### src/rtl/task2_4_pkg.sv
// Shared constants and helpers for the three-input Boolean function unit.
// The majority truth table here is the default value of TRUTH_TABLE.
package task2_4_pkg;

    localparam logic [7:0] MAJ_TT     = 8'b1110_1000;
    localparam int         N_MINTERMS = 8;

    // X is the most significant bit of the minterm index.
    function automatic logic [2:0] minterm_idx(input logic x, input logic y, input logic z);
        return {x, y, z};
    endfunction

endpackage

### src/rtl/task2_4_lut.sv
// Pure combinational truth-table lookup: f_o = TRUTH_TABLE[idx_i].
// The top uses it as the primary F path and as the reference for the SOP cross-check.
module task2_4_lut #(
    parameter logic [7:0] TRUTH_TABLE = 8'b1110_1000
) (
    input  logic [2:0] idx_i,
    output logic       f_o
);

    assign f_o = TRUTH_TABLE[idx_i];

endmodule

### src/rtl/task2_4_func.sv
// Three-input function unit: LUT-evaluated F, registered F/index, minterm coverage, saturating rise counter.
// Defining TASK2_4_SOP_CHECK_EN adds an independent sum-of-products F and a sticky mismatch flag err.
module task2_4_func
    import task2_4_pkg::*;
#(
    parameter logic [7:0] TRUTH_TABLE = MAJ_TT,
    parameter int         CNT_W       = 8
) (
    input  logic                  clk,
    input  logic                  rst,
    input  logic                  X,
    input  logic                  Y,
    input  logic                  Z,
    output logic                  F,
    output logic                  F_q,
    output logic [2:0]            idx_q,
    output logic [N_MINTERMS-1:0] seen,
    output logic                  all_seen,
`ifdef TASK2_4_SOP_CHECK_EN
    output logic                  err,
`endif
    output logic [CNT_W-1:0]      rise_cnt
);

    logic [2:0]            idx;
    logic                  fLut;
    logic                  fOut_q,    fOut_d;
    logic [2:0]            idxReg_q,  idxReg_d;
    logic [N_MINTERMS-1:0] seen_q,    seen_d;
    logic [CNT_W-1:0]      riseCnt_q, riseCnt_d;

    assign idx = minterm_idx(X, Y, Z);

    task2_4_lut #(
        .TRUTH_TABLE(TRUTH_TABLE)
    ) u_lut (
        .idx_i(idx),
        .f_o  (fLut)
    );

    assign F = fLut;

    // A rise is F_q currently low while the value about to be captured is high.
    always_comb begin
        fOut_d    = fLut;
        idxReg_d  = idx;
        seen_d    = seen_q;
        seen_d[idx] = 1'b1;
        riseCnt_d = riseCnt_q;
        if (!fOut_q && fLut && (riseCnt_q != {CNT_W{1'b1}})) begin
            riseCnt_d = riseCnt_q + CNT_W'(1);
        end
    end

    always_ff @(posedge clk or posedge rst) begin
        if (rst) begin
            fOut_q    <= 1'b0;
            idxReg_q  <= 3'd0;
            seen_q    <= '0;
            riseCnt_q <= '0;
        end else begin
            fOut_q    <= fOut_d;
            idxReg_q  <= idxReg_d;
            seen_q    <= seen_d;
            riseCnt_q <= riseCnt_d;
        end
    end

    assign F_q      = fOut_q;
    assign idx_q    = idxReg_q;
    assign seen     = seen_q;
    assign all_seen = (seen_q == {N_MINTERMS{1'b1}});
    assign rise_cnt = riseCnt_q;

`ifdef TASK2_4_SOP_CHECK_EN
    logic [N_MINTERMS-1:0] sopTerm;
    logic                  sopF;
    logic                  err_q, err_d;

    // One product term per on-set minterm, each built from true/complemented literals.
    for (genvar m = 0; m < N_MINTERMS; m++) begin : g_sop
        localparam logic [2:0] M = 3'(m);
        if (TRUTH_TABLE[m]) begin : g_on
            assign sopTerm[m] = (X ~^ M[2]) & (Y ~^ M[1]) & (Z ~^ M[0]);
        end else begin : g_off
            assign sopTerm[m] = 1'b0;
        end
    end

    assign sopF = |sopTerm;

    always_comb begin
        err_d = err_q | (sopF != fLut);
    end

    always_ff @(posedge clk or posedge rst) begin
        if (rst) begin
            err_q <= 1'b0;
        end else begin
            err_q <= err_d;
        end
    end

    assign err = err_q;
`endif

endmodule

### config.mk
export PLATFORM = sky130hd
export DESIGN_NAME = task2_4_func
export DESIGN_NICKNAME = d
export VERILOG_FILES = /design/src/rtl/task2_4_pkg.sv /design/src/rtl/task2_4_lut.sv /design/src/rtl/task2_4_func.sv
export SDC_FILE = /design/constraint.sdc
export NUM_CORES = 1
export LEC_CHECK = 0
export ABC_AREA = 1
export CORE_MARGIN = 5
export CORE_UTILIZATION = 48
export CTS_CLUSTER_DIAMETER = 150
export DETAILED_ROUTE_END_ITERATION = 10
export GPL_TIMING_DRIVEN = 1
export PLACE_DENSITY = 0.92
export SKIP_CTS_REPAIR_TIMING = 1
export SYNTH_ARGS = -nofsm -noshare
export SYNTH_HDL_FRONTEND = slang
export SYNTH_HIERARCHICAL = 1
export SYNTH_SLANG_ARGS = --single-unit
### constraint.sdc
create_clock -name clk -period 3.4 [get_ports clk]
set_input_delay 0.68 -clock clk [delete_from_list [all_inputs] [get_ports clk]]
set_output_delay 0.68 -clock clk [all_outputs]
set_load 0.05 [all_outputs]
==> results of run 1 <==
==> where the power goes <==
part / switching (mW) / leakage, nW / internal (mW)
sequential: 0.0379 / 0.218 / 0.265
clock: 0.0653 / 0.0210 / 0.0651
combinational: 0.165 / 0.328 / 0.0842
==> state kept, by name (all words and copies together), names as in the netlist <==
register / flops
F_q: 1
idx_q: 3
rise_cnt: 8
seen: 8
==> cell usage after synthesis, drive strengths merged <==
| cell | number | area share (%) |
|---|---|---|
| xnor2 | 2 | 1.9 |
| a21oi | 1 | 0.55 |
| ha | 1 | 1.4 |
| nand4 | 2 | 1.4 |
| o21bai | 8 | 6.6 |
| dfrtp | 20 | 55 |
| o21ai | 2 | 1.1 |
| nand3 | 3 | 2.2 |
| xor2 | 1 | 0.96 |
| nand2 | 40 | 18 |
| nor2 | 8 | 5.2 |
| inv | 13 | 5.6 |
==> how the worst max path moves through the flow <==
stage / depth (start not counted) / slack (ns) / from / endpoint
6_report: 4 / 0.85 / Z / F
3_3_place_gp: 4 / 0.93 / Z / F
2_1_floorplan: 7 / 1.15 / Z / rise_cnt[6]$_DFFE_PP0P_
4_1_cts: 4 / 0.86 / Z / F
5_1_grt: 4 / 0.80 / Z / F
3_5_place_dp: 4 / 0.87 / Z / F
==> per-layer routing <==
layer | GRT usage, % | up-vias | part of all wire [%]
li1 | - | 373 | -
met1 | 18.1 | 353 | 44
met2 | 25.1 | 24 | 50
met3 | 4.79 | 2 | 5.6
met4 | 7.66 | 0 | 1.0
met5 | 0 | - | 0
==> kinds of logic after synthesis <==
family,count (synthesis)
simple gates,53
flops,20
buf+inv,13
compound gates,11
xor+xnor,3
fa+ha+maj,1
==> cell usage in the layout, fill, tap and decap left out <==
cell,Yosys,final
nand2_4,1,1
inv_1,11,11
nor2_2,1,1
dfrtp_1,20,20
xnor2_1,2,2
inv_4,1,1
clkbuf_4,0,3
a21oi_1,1,1
o21ai_0,2,2
o21bai_1,8,8
nor2_4,2,2
clkdlybuf4s50_1,0,25
inv_2,1,1
nor2_1,5,5
nand2_2,2,2
xor2_1,1,1
nand4_1,2,2
nand3_1,2,2
ha_1,1,1
buf_4,0,1
nand3_2,1,1
nand2_1,37,37
clkbuf_8,0,1
==> area by class of cell <==
type / count / area, um^2
clock buffer: 4 / 36.3
timing repair buffer: 26 / 258
sequential: 20 / 500
multi-input combinational: 68 / 357
inverter: 13 / 51.3
fill: 149 / 531
tap: 25 / 31.3
==> metrics by stage <==
stage	area [um^2]	power, mW
6_report	1230	0.683
5_1_grt	1230	0.727
4_1_cts	1230	0.690
3_5_place_dp	1200	0.560
3_3_place_gp	1200	0.553
2_1_floorplan	908	0.475
==> results.sh, run 1 <==
export IMPL_grt_pass1_vias=769
export IMPL_synth_top_family_by_area="simple AND/OR/NAND/NOR gates"
export IMPL_num_rows=15
export IMPL_outcome="finished, final reports clean"
export IMPL_crit_arrival_ns=1.87
export IMPL_setup_viol=0
export IMPL_timing_hold_ws_ns=0.521
export IMPL_cts_sinks=20
export IMPL_antenna_found_initial=0
export IMPL_worst_pin_slew_ns=0.716
export IMPL_r2r_start="rise_cnt[0]$_DFFE_PP0P_"
export IMPL_layout_drive_gt1_share_pct=10.7
export IMPL_min_to="seen[7]$_DFF_PP0_"
export IMPL_final_max_slew_violation_count=0
export IMPL_synth_nets=107
export IMPL_grt_pass1_wl_um=3160
export IMPL_instances_no_fill=156
export IMPL_final_nets=138
export IMPL_critPathKind="input port to output pin"
export IMPL_startpoint_type="input port"
export IMPL_yosys_area_share_simple_pct=26.7
export IMPL_cts_tree="yes"
export IMPL_dp_cells=152
export IMPL_avgSynthCellArea_um2=8.99
export IMPL_firstDrtPassIters=4
export IMPL_drt_iter0_markers=10
export IMPL_worstSetupEndpointType="output pin"
export IMPL_utilization_pct=69.9
export IMPL_yosysWarnings=6
export IMPL_htreeDepth=1
export IMPL_drcViolationCount=0
export IMPL_gp_congestion=0.779
export IMPL_yosys_mux_area_fraction_pct=0
export IMPL_fp_coreArea_mm2=0.00176
export IMPL_synth_distinct_cells=19
export IMPL_tns_ns=0
export IMPL_reg2regPathDepth=8
export IMPL_drv_cap=0
export IMPL_die_h_um=53.5
export IMPL_cp_slowest_cell="clkdlybuf4s50_1"
export IMPL_grtUsageTotal_pct=15.4
export IMPL_cts_clk_slew_worst_paths_ns=0.10
export IMPL_r2r_slack_ns=2.08
export IMPL_cp_required_ns=2.72
export IMPL_critical_path_buf_inv_count=3
export IMPL_start_util_pct=51.5
export IMPL_hpwl_um=1430
export IMPL_hold_path_depth=1
export IMPL_seq_area_frac_synth_pct=55.1
export IMPL_post_route_period_util_pct=75.0
export IMPL_diodes=0
export IMPL_rsz0062_at_grt="false"
export IMPL_worst_hold_startpoint="seen[7]$_DFF_PP0_"
export IMPL_clk_latency_ns=0.28
export IMPL_cts_root_buf="clkbuf_4"
export IMPL_detailedPlace_worstSlack_ns=0.867
export IMPL_cpPeakStageDelay_ns=0.62
export IMPL_synthAdderAreaFrac_pct=1.38
export IMPL_ant_nets=0
export IMPL_avgViaCountPerCell=4.82
export IMPL_cp_max_fo=7
export IMPL_synth_compound_area_share_pct=8.26
export IMPL_routed_wl_um=1790
export IMPL_hold_viol_final=0
export IMPL_p_per_area_mw_per_mm2=554
export IMPL_min_path_type="register to register"
export IMPL_wire_per_inst_um=11.5
export IMPL_max_freq_mhz=392
export IMPL_dieArea_mm2=0.00286
export IMPL_ys_seq_elements=20
export IMPL_r2r_end="rise_cnt[7]$_DFFE_PP0P_"
export IMPL_syn_inst=101
export IMPL_clock_path_buffers=2
export IMPL_port_buffers=26
export IMPL_finalWorstSetupSlack_ns=0.850
export IMPL_syn_to_final_growth_pct=35.8
export IMPL_gr_total_overflow=0
export IMPL_grt_start_max_net_pins=21
export IMPL_cp_top_family="buffers and inverters"
export IMPL_vias=752
export IMPL_slew_headroom_pct=52.2
export IMPL_synth_cell_area_um2=908
export IMPL_chipWidth_um=53.5
export IMPL_skew_ns=0.000301
export IMPL_max_vdd_ir_drop_mv=0.372
export IMPL_finalCriticalPeriod_ns=2.55
export IMPL_cts_buffers=3
export IMPL_p_leak_nw=0.567
export IMPL_io_pins=27
export IMPL_synth_xor_area_share_pct=2.89
export IMPL_path_cells="clkdlybuf4s50_1 -> inv_1 -> a21oi_1 -> buf_4"
Note: power is estimated with default switching activity, not from simulation.
==> run 2: changes to the inputs <==
- CORE_UTILIZATION: 48 -> 45
- PLACE_DENSITY: 0.92 -> 0.88
- clock period: 3.4 -> 2.6 ns (I/O delays scaled with it)
==> results.sh, run 2 (synthesized netlist as in run 1, its figures left out) <==
export IMPL_cpPeakStageDelay_ns=0.82
export IMPL_port_buffers=26
export IMPL_htreeDepth=1
export IMPL_gr_total_overflow=0
export IMPL_startpoint_type="register"
export IMPL_skew_ns=0.00336
export IMPL_diodes=0
export IMPL_r2r_end="rise_cnt[6]$_DFFE_PP0P_"
export IMPL_cts_root_buf="clkbuf_4"
export IMPL_layout_commonest_cell="nand2_1"
export IMPL_timing_hold_ws_ns=0.523
export IMPL_p_leak_nw=0.572
export IMPL_rsz0062_at_grt="false"
export IMPL_cts_clk_slew_worst_paths_ns=0.11
export IMPL_finalCriticalPeriod_ns=2.27
export IMPL_crit_cells=3
export IMPL_multi_input_area_um2=357
export IMPL_cts_sinks=20
export IMPL_final_nets=138
export IMPL_slew_headroom_pct=51.5
export IMPL_grt_start_max_net_pins=21
export IMPL_post_route_period_util_pct=87.3
export IMPL_clock_path_buffers=2
export IMPL_r2r_start="rise_cnt[0]$_DFFE_PP0P_"
export IMPL_critPathKind="register to output pin"
export IMPL_regArea_um2=500
export IMPL_io_pins=27
export IMPL_instances_no_fill=158
export IMPL_dpl_cell_area_mm2=0.00121
export IMPL_cts_tree="yes"
export IMPL_crit_arrival_ns=1.75
export IMPL_worstSetupEndpointType="output pin"
export IMPL_worst_pin_slew_ns=0.726
export IMPL_ant_nets=0
export IMPL_avgViaCountPerCell=4.76
export IMPL_critical_path_buf_inv_count=1
export IMPL_syn_to_final_growth_pct=37.5
export IMPL_vias=752
export IMPL_routed_wl_um=1820
export IMPL_hold_path_depth=1
export IMPL_utilization_pct=64.3
export IMPL_dp_cells=154
export IMPL_finalPower_mw=0.897
export IMPL_fp_coreArea_mm2=0.00194
export IMPL_cp_required_ns=2.08
export IMPL_num_rows=16
export IMPL_chipWidth_um=54.9
export IMPL_layout_drive_gt1_share_pct=10.7
export IMPL_fillers=165
export IMPL_max_vdd_ir_drop_mv=0.443
export IMPL_min_to="seen[5]$_DFF_PP0_"
export IMPL_drv_cap=0
export IMPL_hpwl_um=1390
export IMPL_worst_hold_startpoint="seen[5]$_DFF_PP0_"
export IMPL_cp_max_fo=3
export IMPL_fin_area_mm2=0.00125
export IMPL_path_cells="nand4_1 -> nor2_1 -> clkdlybuf4s50_1"
export IMPL_p_per_area_mw_per_mm2=718
export IMPL_grtUsageTotal_pct=14.2
export IMPL_outcome="finished, final reports clean"
export IMPL_r2r_slack_ns=1.28
export IMPL_reg2regPathDepth=6
export IMPL_antenna_found_initial=0
export IMPL_final_cell_mix="37 x nand2_1, 25 x clkdlybuf4s50_1, 20 x dfrtp_1"
export IMPL_firstDrtPassIters=4
export IMPL_cp_slowest_cell="clkdlybuf4s50_1"
export IMPL_clk_latency_ns=0.29
export IMPL_dieArea_mm2=0.00302
export IMPL_min_path_type="register to register"
export IMPL_grt_pass1_vias=781
export IMPL_hold_viol_final=0
export IMPL_cp_top_family="buffers and inverters"
export IMPL_drt_iter0_markers=7
export IMPL_finalWorstSetupSlack_ns=0.329
export IMPL_die_h_um=54.9
export IMPL_wire_per_inst_um=11.5
export IMPL_drcViolationCount=0
export IMPL_tns_ns=0
export IMPL_cts_buffers=3
export IMPL_final_max_slew_violation_count=0
export IMPL_start_util_pct=46.8
export IMPL_max_freq_mhz=440
export IMPL_gp_congestion=0.758
export IMPL_grt_pass1_wl_um=3060
export IMPL_setup_viol=0
export IMPL_detailedPlace_worstSlack_ns=0.339
## run 2: worst max-delay path by stage
| stage | startpoint | end | slack [ns] |
|---|---|---|---|
| after detailed placement | Z | rise_cnt[6]$_DFFE_PP0P_ | 0.34 |
| after global placement | Z | F | 0.41 |
| after CTS | seen[7]$_DFF_PP0_ | all_seen | 0.30 |
| after global routing | seen[2]$_DFF_PP0_ | all_seen | 0.25 |
| after floorplan | Z | rise_cnt[6]$_DFFE_PP0P_ | 0.51 |
| final | seen[7]$_DFF_PP0_ | all_seen | 0.33 |
## run 2: area by class of cell
| class | count | area share, % |
|---|---|---|
| Sequential cell | 20 | 40.1 |
| Tap cell | 27 | 2.71 |
| Inverter | 13 | 4.11 |
| Clock buffer | 4 | 2.91 |
| Multi-Input combinational cell | 68 | 28.6 |
| Timing Repair Buffer | 26 | 21.6 |
## run 2: per-layer routing
| metal | vias to the layer above | routed length, um | global-route usage [%] | share of wire (%) |
|---|---|---|---|---|
| li1 | 378 | - | - | - |
| met1 | 351 | 812 | 16.5 | 45 |
| met2 | 21 | 888 | 24.8 | 49 |
| met3 | 2 | 108 | 2.95 | 5.9 |
| met4 | 0 | 10 | 6.48 | 0.55 |
| met5 | - | 0 | 0 | 0 |
## run 2: where the power goes
group / leakage [nW] / internal (mW) / switching (mW)
Combinational: 0.333 / 0.113 / 0.214
Clock: 0.0210 / 0.0852 / 0.0883
Sequential: 0.218 / 0.346 / 0.0506
==> run 3: changes to the inputs <==
- CORE_MARGIN: 5 -> 10
- CORE_UTILIZATION: 45 -> 36
- PLACE_DENSITY: 0.88 -> 0.75
==> results.sh, run 3 (synthesized netlist as in run 1, its figures left out) <==
export IMPL_final_nets=138
export IMPL_grt_pass1_wl_um=3590
export IMPL_fillers=235
export IMPL_r2r_end="rise_cnt[5]$_DFFE_PP0P_"
export IMPL_htreeDepth=1
export IMPL_reg2regPathDepth=8
export IMPL_rsz0062_at_grt="false"
export IMPL_port_buffers=26
export IMPL_final_cell_mix="37 x nand2_1, 25 x clkdlybuf4s50_1, 20 x dfrtp_1"
export IMPL_min_to="seen[7]$_DFF_PP0_"
export IMPL_max_freq_mhz=450
export IMPL_finalCriticalPeriod_ns=2.22
export IMPL_clk_latency_ns=0.29
export IMPL_cts_clk_slew_worst_paths_ns=0.11
export IMPL_die_h_um=70.2
export IMPL_io_pins=27
export IMPL_grt_pass1_vias=805
export IMPL_startpoint_type="register"
export IMPL_fp_coreArea_mm2=0.00243
export IMPL_worst_pin_slew_ns=0.745
export IMPL_diodes=0
export IMPL_outcome="finished, final reports clean"
export IMPL_avgViaCountPerCell=4.76
export IMPL_num_rows=18
export IMPL_layout_commonest_cell="nand2_1"
export IMPL_drt_iter0_markers=57
export IMPL_layout_drive_gt1_share_pct=10.0
export IMPL_skew_ns=0.00563
export IMPL_finalPower_mw=0.869
export IMPL_ant_nets=0
export IMPL_start_util_pct=37.3
export IMPL_grt_start_max_net_pins=21
export IMPL_dpl_cell_area_mm2=0.00122
export IMPL_cts_buffers=3
export IMPL_hpwl_um=1550
export IMPL_min_path_type="register to register"
export IMPL_multi_input_area_um2=357
export IMPL_r2r_start="rise_cnt[0]$_DFFE_PP0P_"
export IMPL_cp_max_fo=3
export IMPL_cts_sinks=20
export IMPL_fin_area_mm2=0.00124
export IMPL_dieArea_mm2=0.00493
export IMPL_slew_headroom_pct=50.3
export IMPL_critPathKind="register to output pin"
export IMPL_chipWidth_um=70.2
export IMPL_hold_path_depth=1
export IMPL_post_route_period_util_pct=85.4
export IMPL_clock_path_buffers=2
export IMPL_setup_viol=0
export IMPL_tns_ns=0
export IMPL_regArea_um2=500
export IMPL_wire_per_inst_um=12.5
export IMPL_cp_required_ns=2.08
export IMPL_p_per_area_mw_per_mm2=701
export IMPL_gr_total_overflow=0
export IMPL_p_leak_nw=0.564
export IMPL_vias=761
export IMPL_syn_to_final_growth_pct=36.4
export IMPL_hold_viol_final=0
export IMPL_antenna_found_initial=0
export IMPL_final_max_slew_violation_count=0
export IMPL_cts_tree="yes"
export IMPL_max_vdd_ir_drop_mv=0.547
export IMPL_gp_congestion=0.709
export IMPL_r2r_slack_ns=1.27
export IMPL_worst_hold_startpoint="seen[7]$_DFF_PP0_"
export IMPL_routed_wl_um=2000
export IMPL_drcViolationCount=0
export IMPL_cts_root_buf="clkbuf_4"
export IMPL_grtUsageTotal_pct=8.65
export IMPL_crit_arrival_ns=1.70
export IMPL_worstSetupEndpointType="output pin"
export IMPL_drv_cap=0
export IMPL_firstDrtPassIters=4
==> run 3: layer usage <==
metal,global-route usage (%),vias to the layer above,part of all wire (%),routed length (um)
met1,9.16,357,41,828
li1,-,376,-,-
met2,13.5,23,45,901
met4,3.29,0,1.4,28
met3,5.51,5,12,241
met5,0,-,0,0
==> run 3: layout make-up <==
cell class,count,area share [%]
clock buffer,3,1.82
inverter,13,4.14
timing repair buffer,26,21.8
multi-input combinational,68,28.8
sequential,20,40.4
tap,30,3.03
==> run 3: critical path, stage by stage (launching register included) <==
cell and delay (ns):
dfrtp_1 0.40, nand4_1 0.11, nor2_1 0.09, clkdlybuf4s50_1 0.81
==> run 3: worst max path at each step <==
stage	from	endpoint	depth (start not counted)
3_3_place_gp	Z	F	4
3_5_place_dp	Z	rise_cnt[5]$_DFFE_PP0P_	9
2_1_floorplan	Z	rise_cnt[6]$_DFFE_PP0P_	7
6_report	seen[3]$_DFF_PP0_	all_seen	3
5_1_grt	seen[0]$_DFF_PP0_	all_seen	3
4_1_cts	seen[0]$_DFF_PP0_	all_seen	3
==> run 3: per-stage QoR <==
step / instances / hold WS, ns / utilization [%] / setup WS (ns)
4_1_cts: 160 / 0.524 / 50.9 / 0.366
2_1_floorplan: 101 / 0.484 / - / 0.513
3_5_place_dp: 157 / 0.492 / 50.0 / 0.358
3_3_place_gp: 157 / 0.494 / 50.0 / 0.401
6_report: 160 / 0.523 / 50.9 / 0.380
5_1_grt: 160 / 0.545 / 50.9 / 0.291
==> run 3: power by group <==
group / switching [mW] / total (mW) / internal [mW]
combinational: 0.217 / 0.329 / 0.113
sequential: 0.0515 / 0.398 / 0.346
clock: 0.0875 / 0.141 / 0.0539
total: 0.356 / 0.869 / 0.513
